File: src/rtl/nbit1by2demux_reg.sv
// nbit1by2demux_reg: routes one input word to one of two 2-entry
// registered FIFO lanes, with pass-through on full and sync flush.

// One output lane: 2-entry FIFO kept as head/tail registers plus state.
module nbit1by2demux_reg_lane #(
    parameter int N = 32
) (
    input  logic         clk,
    input  logic         rst,
    input  logic         flush,
    input  logic         push,
    input  logic         pop,
    input  logic [N-1:0] din,
    output logic         valid,
    output logic [N-1:0] data,
    output logic [1:0]   count
);

    typedef enum logic [1:0] {
        EMPTY = 2'd0,
        ONE   = 2'd1,
        FULL  = 2'd2
    } state_t;

    state_t       state;
    state_t       state_nx;
    logic [N-1:0] head;
    logic [N-1:0] head_nx;
    logic [N-1:0] tail;
    logic [N-1:0] tail_nx;

    // lane registers; reset clears data too so nothing stale can leak
    always_ff @(posedge clk or posedge rst) begin
        if (rst) begin
            state <= EMPTY;
            head  <= '0;
            tail  <= '0;
        end else begin
            state <= state_nx;
            head  <= head_nx;
            tail  <= tail_nx;
        end
    end

    // next-state and data movement; flush wins over push and pop
    always_comb begin
        state_nx = state;
        head_nx  = head;
        tail_nx  = tail;
        if (flush) begin
            state_nx = EMPTY;
        end else begin
            unique case (state)
                EMPTY: begin
                    if (push) begin
                        state_nx = ONE;
                        head_nx  = din;
                    end
                end
                ONE: begin
                    unique case (1'b1)
                        push && pop: begin
                            head_nx = din;
                        end
                        push && !pop: begin
                            state_nx = FULL;
                            tail_nx  = din;
                        end
                        !push && pop: begin
                            state_nx = EMPTY;
                        end
                        default: ;
                    endcase
                end
                FULL: begin
                    if (pop) begin
                        head_nx = tail;
                        if (push) begin
                            tail_nx = din;
                        end else begin
                            state_nx = ONE;
                        end
                    end
                end
                default: begin
                    state_nx = EMPTY;
                end
            endcase
        end
    end

    assign valid = (state != EMPTY);
    assign data  = head;
    assign count = state;

endmodule

// Top: steer the accepted word to the lane picked by sel.
module nbit1by2demux_reg #(
    parameter int N     = 32,
    parameter int DEPTH = 2
) (
    input  logic         clk,
    input  logic         rst,
    input  logic         in_valid,
    input  logic [N-1:0] in_data,
    input  logic         sel,
    output logic         in_ready,
    input  logic         flush,
    output logic         out0_valid,
    output logic [N-1:0] out0_data,
    input  logic         out0_ready,
    output logic [1:0]   out0_count,
    output logic         out1_valid,
    output logic [N-1:0] out1_data,
    input  logic         out1_ready,
    output logic [1:0]   out1_count
);

    logic acc;
    logic rdy0;
    logic rdy1;
    logic pop0;
    logic pop1;

    // a full lane still takes a word when its sink drains the head
    assign rdy0 = (out0_count < 2'(DEPTH)) | out0_ready;
    assign rdy1 = (out1_count < 2'(DEPTH)) | out1_ready;

    assign in_ready = !rst && !flush && (sel ? rdy1 : rdy0);
    assign acc      = in_valid && in_ready;
    assign pop0     = out0_valid && out0_ready;
    assign pop1     = out1_valid && out1_ready;

    nbit1by2demux_reg_lane #(.N(N)) u_lane0 (
        .clk   (clk),
        .rst   (rst),
        .flush (flush),
        .push  (acc && !sel),
        .pop   (pop0),
        .din   (in_data),
        .valid (out0_valid),
        .data  (out0_data),
        .count (out0_count)
    );

    nbit1by2demux_reg_lane #(.N(N)) u_lane1 (
        .clk   (clk),
        .rst   (rst),
        .flush (flush),
        .push  (acc && sel),
        .pop   (pop1),
        .din   (in_data),
        .valid (out1_valid),
        .data  (out1_data),
        .count (out1_count)
    );

endmodule

File: config.mk
export PLATFORM = sky130hd
export DESIGN_NAME = nbit1by2demux_reg
export DESIGN_NICKNAME = d
export VERILOG_FILES = /design/src/rtl/nbit1by2demux_reg.sv
export SDC_FILE = /design/constraint.sdc
export NUM_CORES = 1
export LEC_CHECK = 0
export CAP_MARGIN = 10
export CORE_ASPECT_RATIO = 0.5
export CORE_MARGIN = 2
export CORE_UTILIZATION = 60
export CTS_BUF_LIST = sky130_fd_sc_hd__clkbuf_4 sky130_fd_sc_hd__clkbuf_8
export DETAILED_ROUTE_END_ITERATION = 8
export DONT_BUFFER_PORTS = 1
export PLACE_DENSITY = 0.79
export SLEW_MARGIN = 25
export SYNTH_ARGS = -nofsm -noshare
export SYNTH_HDL_FRONTEND = slang
export SYNTH_HIERARCHICAL = 1
export SYNTH_SLANG_ARGS = --single-unit
File: constraint.sdc
create_clock -name clk -period 2 [get_ports clk]
set_input_delay 0.2 -clock clk [delete_from_list [all_inputs] [get_ports clk]]
set_output_delay 0.2 -clock clk [all_outputs]
set_load 0.1 [all_outputs]
Word-level counts from Yosys, hierarchy flattened
Index checks and enable logic that the tools add are counted.
{"block": "totals", "register_bits": 132, "inputBits": 39, "word_cells": 94, "out_inout_bits": 71, "latch_bits": 0, "mem_bits_ro": 0, "n_memories": 0, "ramBits": 0}
{"block": "classes", "mux": 27, "n_bitwise": 3, "shift": 0, "n_reduce_logical": 34, "add_sub_neg": 0, "order_cmp": 2, "n_eq_ne": 22, "mul": 0, "div_mod_pow": 0}
{"operator": "$mux W32", "count": 10}
{"operator": "$pmux W32 S3", "count": 2}
{"operator": "$pmux W32 S2", "count": 2}
{"operator": "$ne A2 B1 Y1 const B", "count": 10}
{"operator": "$reduce_and A5 Y1", "count": 4}
{"operator": "$mux W2", "count": 8}
{"operator": "$logic_and A1 B1 Y1", "count": 13}
{"operator": "$ne A3 B2 Y1 const B", "count": 4}
{"operator": "$pmux W2 S3", "count": 2}
{"operator": "$ne A4 B2 Y1 const B", "count": 2}
{"operator": "$pmux W2 S2", "count": 2}
{"operator": "$reduce_and A4 Y1", "count": 2}
{"operator": "$reduce_bool A2 Y1", "count": 4}
{"operator": "$logic_not A1 Y1", "count": 7}
{"operator": "$ne A3 B3 Y1 const B", "count": 2}
{"operator": "$reduce_bool A3 Y1", "count": 2}
{"operator": "$eq A2 B1 Y1 const B", "count": 2}
{"operator": "$eq A2 B2 Y1 const B", "count": 2}
{"operator": "$logic_not A2 Y1", "count": 2}
{"operator": "$lt A2 B2 Y1 const B", "count": 2}
{"operator": "$or A1 B1 Y1", "count": 2}
{"operator": "$mux W1", "count": 1}
{"operator": "$not A1 Y1", "count": 1}

Logic depth before layout (Yosys ltp)
Gate-level depths: netlist (run 1).
{"block": "logic_depth", "depth_word": 11, "ltp_mapped": 8, "ltp_nobuf": 6}

Hierarchy
Netlist (run 1), hierarchy kept.
{"mod": "nbit1by2demux_reg_lane", "cells_each": 260, "seq_area_each_um2": 1651.6, "instances": 2, "area_each_um2": 3114.2}
{"mod": "nbit1by2demux_reg", "cells_each": 9, "seq_area_each_um2": 0.0, "instances": 1, "area_each_um2": 68.8}

Worst setup path before layout (run 1)
Ideal clock, no wire load.
{"block": "synth_timing", "path_kind": "register to output", "start": "register u_lane1.state[1] (netlist: u_lane1/count[1])", "end": "output in_ready", "n_path_buf": 0, "slack_ps": -2618, "t_arrival_ps": 4418, "required_time_ps": 1800, "path_stages_with_launch": 3, "cell_sequence": "dfrtp_1 nor2b_1 a2111oi_1"}
{"block": "synth_between", "elab_chain_cells": 4}
{"item": "start: declaration", "line": "25", "source": "state_t state;"}
{"item": "start signal: assignment", "line": "39", "source": "state <= state_nx;"}
{"item": "$lt A2 B2 Y1", "line": "128", "source": "assign rdy1 = (out1_count < 2'(DEPTH)) | out1_ready;"}
{"item": "$or A1 B1 Y1", "line": "128"}
{"item": "$mux W1", "line": "130", "source": "assign in_ready = !rst && !flush && (sel ? rdy1 : rdy0);"}
{"item": "$logic_and A1 B1 Y1", "line": "130"}
{"item": "end: declaration", "line": "108", "source": "output logic in_ready,"}
No other way between the ends.

Final worst setup path (run 1)
{"block": "layout_timing", "start": "register u_lane0.state[1] (netlist: u_lane0/count[1])", "end": "register u_lane0.tail[4]"}
{"block": "layout_between", "word_cells_on_any_way": 18}
{"item": "start: declaration", "line": "25"}
{"item": "start signal: assignment", "line": "39"}
{"item": "$reduce_bool A2 Y1 *", "line": "92", "source": "assign valid = (state != EMPTY);"}
{"item": "$logic_and A1 B1 Y1 *", "line": "132", "source": "assign pop0 = out0_valid && out0_ready;"}
{"item": "named net pop0", "line": "123", "source": "logic pop0;"}
{"item": "$logic_not A1 Y1", "line": "65", "source": "push && !pop: begin"}
{"item": "$logic_and A1 B1 Y1", "line": "65"}
{"item": "$ne A2 B1 Y1 (no line)"}
{"item": "$reduce_and A5 Y1 (no line) *"}
{"item": "end signal: assignment", "line": "41", "source": "tail <= tail_nx;"}
{"item": "end: declaration", "line": "29", "source": "logic [N-1:0] tail;"}
The timed path passes the listed nets; every way through them passes the cells marked *.
A chain may end at the register's enable or synchronous reset.

==> impl_metrics.csv, run 1 <==
group,metric,value,unit
power_and_ir_drop,p_clk_frac,0.253,
power_and_ir_drop,p_leak,4.18,nW
global_routing,antenna_found_initial,0,
worst_setup_path,cp_top_family,"simple AND/OR/NAND/NOR gates",
synthesis,syn_area,6300,µm²
synthesis,yosysWarnings,6,
placement,detailed_place_hpwl,9200,µm
synthesis,ys_ff_latch,132,
clock_network,clock-sinks,132,
flow_run,cap_violations,0,
clock_network,clk-insertion-delay-late,440,ps
power_and_ir_drop,ir_drop,0.000768,V
power_and_ir_drop,finalPower,0.00963,W
placement,portBuffers,0,
synthesis,syn_avg_cell_area,11.9,µm²
sta,fin_crit,1950,ps
status,outcome,"finished, final reports clean",
route,drc,0,
floorplan,rows,26,
sta,max_slew.worst_pin.slew,740,ps
power_and_ir_drop,powerDensity,1210,nW/µm²
sta,rsz0062_at_grt,"no",
route,vias,4344,
synthesis,synth_edf_count,0,
worst_setup_path,path_class,"flop to flop",
final_layout,fin_nets,687,
worst_setup_path,critPathArrivalTime,2270,ps
synthesis,synth-async-reset-ratio,1.00,
final_layout,drive_gt1_frac,0.433,
power_and_ir_drop,netSwitchingPower,0.00430,W
global_routing,grt_pass1_wl,24600,µm
hold_path,hold_start,"in_data[17]",
final_layout,syn2layout_area_growth,26.4,%
final_layout,layout_commonest_cell,"nand2_1",
global_routing,grt_pass1_vias,4727,
sta,holdWs,18.8,ps
worst_setup_path,cp_slowest_cell,"dfrtp_2",
route,postRouteAntennaNets,0,
clock_network,cts_buffers,17,
sta,timing.fmax,0.514,GHz
worst_setup_path,path_buf_inv,1,
final_layout,final_cells,800,
synthesis,yosysSeqAreaShare,0.525,
worst_setup_path,setup.worst_path.start_class,"flop",
worst_setup_path,cp_max_fo,23,
placement,numPlacedInstances,733,
power_and_ir_drop,power_frac_seq,0.340,
sta,drv_slew,0,
sta,timing.slew.headroom,0.506,
clock_network,clk_path_buf_depth,2,
route,finalWirelength,15000,µm
clock_network,root_buffer,"clkbuf_8",
global_routing,grt_max_degree,48,
floorplan,fp.dieH,76.4,µm
clock_network,cts_tree,"built",
worst_setup_path,reg2reg_from,"u_lane0/count[1]",
clock_network,htreeDepth,4,
worst_setup_path,startpoint,"u_lane0/count[1]",
floorplan,die_width,149,µm
placement,globalplace.congestion,0.794,
worst_setup_path,path_cells,"or2_4, and2_4, nand2b_4, o22ai_2, nand3b_4, buf_12, mux2_4",
final_layout,num_antenna_cells,0,
floorplan,io_pins,110,
power_and_ir_drop,p_int,0.00533,W
synthesis,synthFlopType,"dfrtp_1",
worst_setup_path,max_stage_delay,460,ps
synthesis,syn_inst,529,
sta,finalHoldViolCount,0,
route,drt-initial-drc-count,174,
worst_setup_path,reg2reg_slack,50,ps
floorplan,core,10200,µm²
floorplan,start_util,0.616,
worst_setup_path,cp_data_required_time,2320,ps
route,routed_via_density,5.43,
clock_network,clk_pin_slew,70,ps
global_routing,grt_use_total,0.280,
floorplan,die_area,11400,µm²
synthesis,synth.distinct_cells,24,
worst_setup_path,critPathCaptureType,"flop",
route,wl_per_cell,18.7,µm
hold_path,hold_path_class,"primary input to flop",
route,dr.pass1.iters,4,
power_and_ir_drop,comb_power_share,0.407,
power_and_ir_drop,p_sw_frac,0.446,
synthesis,synth_fp_nets,568,
global_routing,grt-ovfl-total,0,
sta,tns,0,ps
sta,clock_skew,11.8,ps
final_layout,mostFrequentLayoutCells,"nand2_1, dfrtp_1, buf_4, mux2_4, mux2_2",
sta,finalCritPeriodShare,0.973,
sta,finalSetupViolCount,0,
-- worst paths after layout --
| kind | to | cells past startpoint |
|---|---|---|
| max | u_lane0/tail[4] | 7 |
| min | u_lane0/data[17] | 3 |
| max in group asynchronous | u_lane1/data[17] | 3 |
| min in group asynchronous | u_lane0/count[0] | 2 |
| max reg2reg | u_lane0/tail[4] | 7 |
| min reg2reg | u_lane0/data[22] | 1 |
-- cells by family after synthesis --
kind of cell / synth area share
buffers and inverters: 0.0441
AND/OR/NAND/NOR: 0.143
flip-flops: 0.525
multiplexers: 0.271
AO/OA/AOI/OAI: 0.0167
-- worst reg2reg max path: stages, from the launching register on --
cell and delay, ps:
dfrtp_2 460, or2_4 270, and2_4 150, nand2b_4 160
o22ai_2 150, nand3b_4 120, buf_12 190, mux2_4 340
-- final cells by class --
| class | count | area, µm² |
|---|---|---|
| sequential | 132 | 3310 |
| multi-input combinational | 359 | 2860 |
| tap | 140 | 175 |
| timing repair buffer | 130 | 1160 |
| fill | 652 | 2250 |
| clock inverter | 13 | 184 |
| clock buffer | 18 | 241 |
| inverter | 8 | 30.0 |
-- cells in the mapped netlist (4+ instances only) --
library cell | number | area (µm²)
nand2_1 | 192 | 721
nand2b_1 | 4 | 25.0
nor2_1 | 4 | 15.0
clkbuf_1 | 12 | 45.0
buf_6 | 18 | 203
nor2b_1 | 6 | 37.5
mux2_4 | 60 | 901
dfrtp_1 | 132 | 3300
mux2_2 | 70 | 788
inv_1 | 8 | 30.0
-- registers in the layout, indices dropped and copies added (netlist names) --
name           count
u_lane0/count      2
u_lane0/data      32
u_lane0/tail      32
u_lane1/count      2
u_lane1/data      32
u_lane1/tail      32
-- power groups by stage --
stage	logic, W	clock network [W]	registers, W
3_3_place_gp	0.00379	0	0.00329
6_report	0.00392	0.00244	0.00327
4_1_cts	0.00393	0.00248	0.00327
3_5_place_dp	0.00385	0	0.00331
5_1_grt	0.00403	0.00259	0.00331
2_1_floorplan	0.000591	0	0.00579
-- repair_timing --
action                     4_1_cts  5_1_grt
cloned                           0        0
hold buffers                    34        0
setup endpoints to repair        1        4
buffers inserted                 2        0
pin swaps                        1        1
resized for setup                3        4
hold endpoints to repair       167        0
-- per-stage QoR --
step / setup slack, ps / utilization / instance area [µm²]
6_report: 53.2 / 0.780 / 7960
5_1_grt: 1.80 / 0.780 / 7960
4_1_cts: 13.7 / 0.778 / 7940
3_5_place_dp: 85.7 / 0.700 / 7150
3_3_place_gp: 108 / 0.700 / 7150
2_1_floorplan: -475 / - / 6430
-- layer usage --
metal,part of all wire,GRT usage,wire length [µm],vias to the layer above
met5,0,0,0,-
met3,0.049,0.0749,738,14
met1,0.42,0.348,6330,2221
met2,0.52,0.479,7710,124
li1,-,-,-,1985
met4,0.012,0.0924,184,0
Power figures use the tool's default switching activity.
==> run 2: changes to the inputs <==
--- a/config.mk
+++ b/config.mk
@@ -12,7 +12,7 @@
 export CTS_BUF_LIST = sky130_fd_sc_hd__clkbuf_4 sky130_fd_sc_hd__clkbuf_8
 export DETAILED_ROUTE_END_ITERATION = 8
 export DONT_BUFFER_PORTS = 1
-export PLACE_DENSITY = 0.79
+export PLACE_DENSITY = 0.77
 export SLEW_MARGIN = 25
 export SYNTH_ARGS = -nofsm -noshare
 export SYNTH_HDL_FRONTEND = slang
==> run 2 against run 1 <==
Effect of this change:
- combinational power is essentially flat
- critical path depth is the same
- cell count shrank 0.25%
- sequential power is essentially flat
- clock skew shrank 3.5 ps
- setup slack lost 3.4 ps
- total power shrank 1.9%
- critical path type unchanged
- largest cell class unchanged
==> impl_metrics.csv, run 2 (synthesis results as in run 1) <==
group,metric,value,unit
hold_path,hold-path-endpoint,"u_lane1/data[20]",
final_layout,syn2layout_area_growth,25.8,%
power_and_ir_drop,p_sw_frac,0.459,
power_and_ir_drop,power_frac_seq,0.346,
route,vias,4310,
route,postRouteAntennaNets,0,
route,routed_via_density,5.40,
worst_setup_path,setup.worst_path.start_class,"flop",
worst_setup_path,cp_max_fo,15,
floorplan,core,10200,µm²
sta,max_slew.worst_pin.slew,724,ps
global_routing,grt_pass1_vias,4618,
clock_network,clock-sinks,132,
sta,finalSetupViolCount,0,
worst_setup_path,critPathArrivalTime,2280,ps
sta,tns,0,ps
route,finalWirelength,14600,µm
final_layout,fin_nets,684,
floorplan,fp.dieH,76.4,µm
hold_path,hold_path_class,"primary input to flop",
clock_network,cts_tree,"built",
clock_network,clk-insertion-delay-late,450,ps
worst_setup_path,ff2ff_path_depth,7,
global_routing,grt-ovfl-total,0,
placement,portBuffers,0,
sta,fin_ws,49.8,ps
final_layout,utilization,0.775,
power_and_ir_drop,p_leak,4.17,nW
placement,detailed_place_hpwl,8940,µm
power_and_ir_drop,comb_power_share,0.414,
final_layout,num_antenna_cells,0,
hold_path,hold_start,"in_data[20]",
worst_setup_path,reg2reg_slack,50,ps
route,drt-initial-drc-count,205,
global_routing,grt_pass1_wl,24000,µm
route,dr.pass1.iters,4,
route,wl_per_cell,18.3,µm
hold_path,whs_path_depth,3,
floorplan,rows,26,
final_layout,mostFrequentLayoutCells,"nand2_1, dfrtp_1, buf_4, mux2_4, mux2_2",
sta,fin_crit,1950,ps
clock_network,clk_pin_slew,80,ps
floorplan,die_area,11400,µm²
placement,globalplace.congestion,0.746,
placement,numPlacedInstances,730,
clock_network,root_buffer,"clkbuf_8",
worst_setup_path,startpoint,"u_lane0/count[1]",
final_layout,n_fill_cell,638,
clock_network,htreeDepth,4,
sta,finalCritPeriodShare,0.975,
sta,drv_slew,0,
floorplan,start_util,0.616,
floorplan,die_width,149,µm
power_and_ir_drop,powerDensity,1190,nW/µm²
worst_setup_path,critPathCaptureType,"flop",
global_routing,grt_max_degree,47,
worst_setup_path,cp_data_required_time,2330,ps
global_routing,antenna_found_initial,0,
global_routing,grt_use_total,0.274,
placement,place_ws,11.1,ps
power_and_ir_drop,p_int,0.00510,W
final_layout,final_cells,798,
clock_network,cts_buffers,17,
power_and_ir_drop,finalPower,0.00944,W
flow_run,cap_violations,0,
worst_setup_path,reg2reg_from,"u_lane0/count[1]",
status,outcome,"finished, final reports clean",
route,drc,0,
sta,rsz0062_at_grt,"no",
worst_setup_path,rr_endpoint,"u_lane0/tail[15]",
worst_setup_path,path_class,"flop to flop",
floorplan,io_pins,110,
power_and_ir_drop,p_clk_frac,0.240,
sta,finalHoldViolCount,0,
sta,timing.slew.headroom,0.517,
sta,timing.fmax,0.513,GHz
sta,clock_skew,8.24,ps
power_and_ir_drop,netSwitchingPower,0.00434,W
final_layout,layout_commonest_cell,"nand2_1",
final_layout,drive_gt1_frac,0.427,
clock_network,clk_path_buf_depth,2,
power_and_ir_drop,ir_drop,0.000707,V
run 2: repair_timing:
item	CTS	global route
hold buffers	34	0
hold endpoints to repair	179	0
setup endpoints to repair	1	20
resized for setup	1	1
pin swaps	1	1
buffers inserted	2	0
run 2: metal layers:
metal	wire length (µm)	vias up	track usage
li1	-	1976	-
met1	6460	2178	0.359
met2	7060	131	0.451
met3	871	25	0.0689
met4	250	0	0.0895
met5	0	-	0
run 2: layout make-up:
cell class / count / area [µm²] / area share
Clock inverter: 14 / 156 / 0.0197
Sequential cell: 132 / 3310 / 0.418
Inverter: 8 / 30.0 / 0.00379
Clock buffer: 18 / 241 / 0.0305
Tap cell: 140 / 175 / 0.0221
Multi-Input combinational cell: 359 / 2840 / 0.359
Timing Repair Buffer: 127 / 1170 / 0.147
run 2: worst max-delay path by stage:
stage                            end  slack [ps]  depth (start not counted)
detailed placement   u_lane0/data[1]          10                          6
global placement    u_lane1/tail[19]          80                          7
floorplan            u_lane0/data[0]        -470                          8
finish              u_lane0/tail[15]          50                          7
global route                in_ready           1                          4
CTS                         in_ready           8                          4
run 2: power groups by stage:
stage	Clock, W	Sequential (W)	Combinational (W)
floorplan	0	0.00579	0.000591
global placement	0	0.00330	0.00378
detailed placement	0	0.00332	0.00383
CTS	0.00231	0.00327	0.00392
global route	0.00240	0.00331	0.00403
finish	0.00226	0.00327	0.00391
run 2: critical path, stage by stage, from the launching register on:
cell      delay (ps)
dfrtp_2          440
or2_4            260
and2_4           160
nand2b_4         160
o22ai_2          140
nand3b_4         110
buf_4            240
mux2_4           330
run 2: metrics by stage:
step / hold slack (ps) / instance area [µm²]
3_3_place_gp: 123 / 7160
4_1_cts: 1.49 / 7920
3_5_place_dp: 129 / 7160
6_report: 23.7 / 7920
5_1_grt: 25.2 / 7920
2_1_floorplan: 262 / 6430
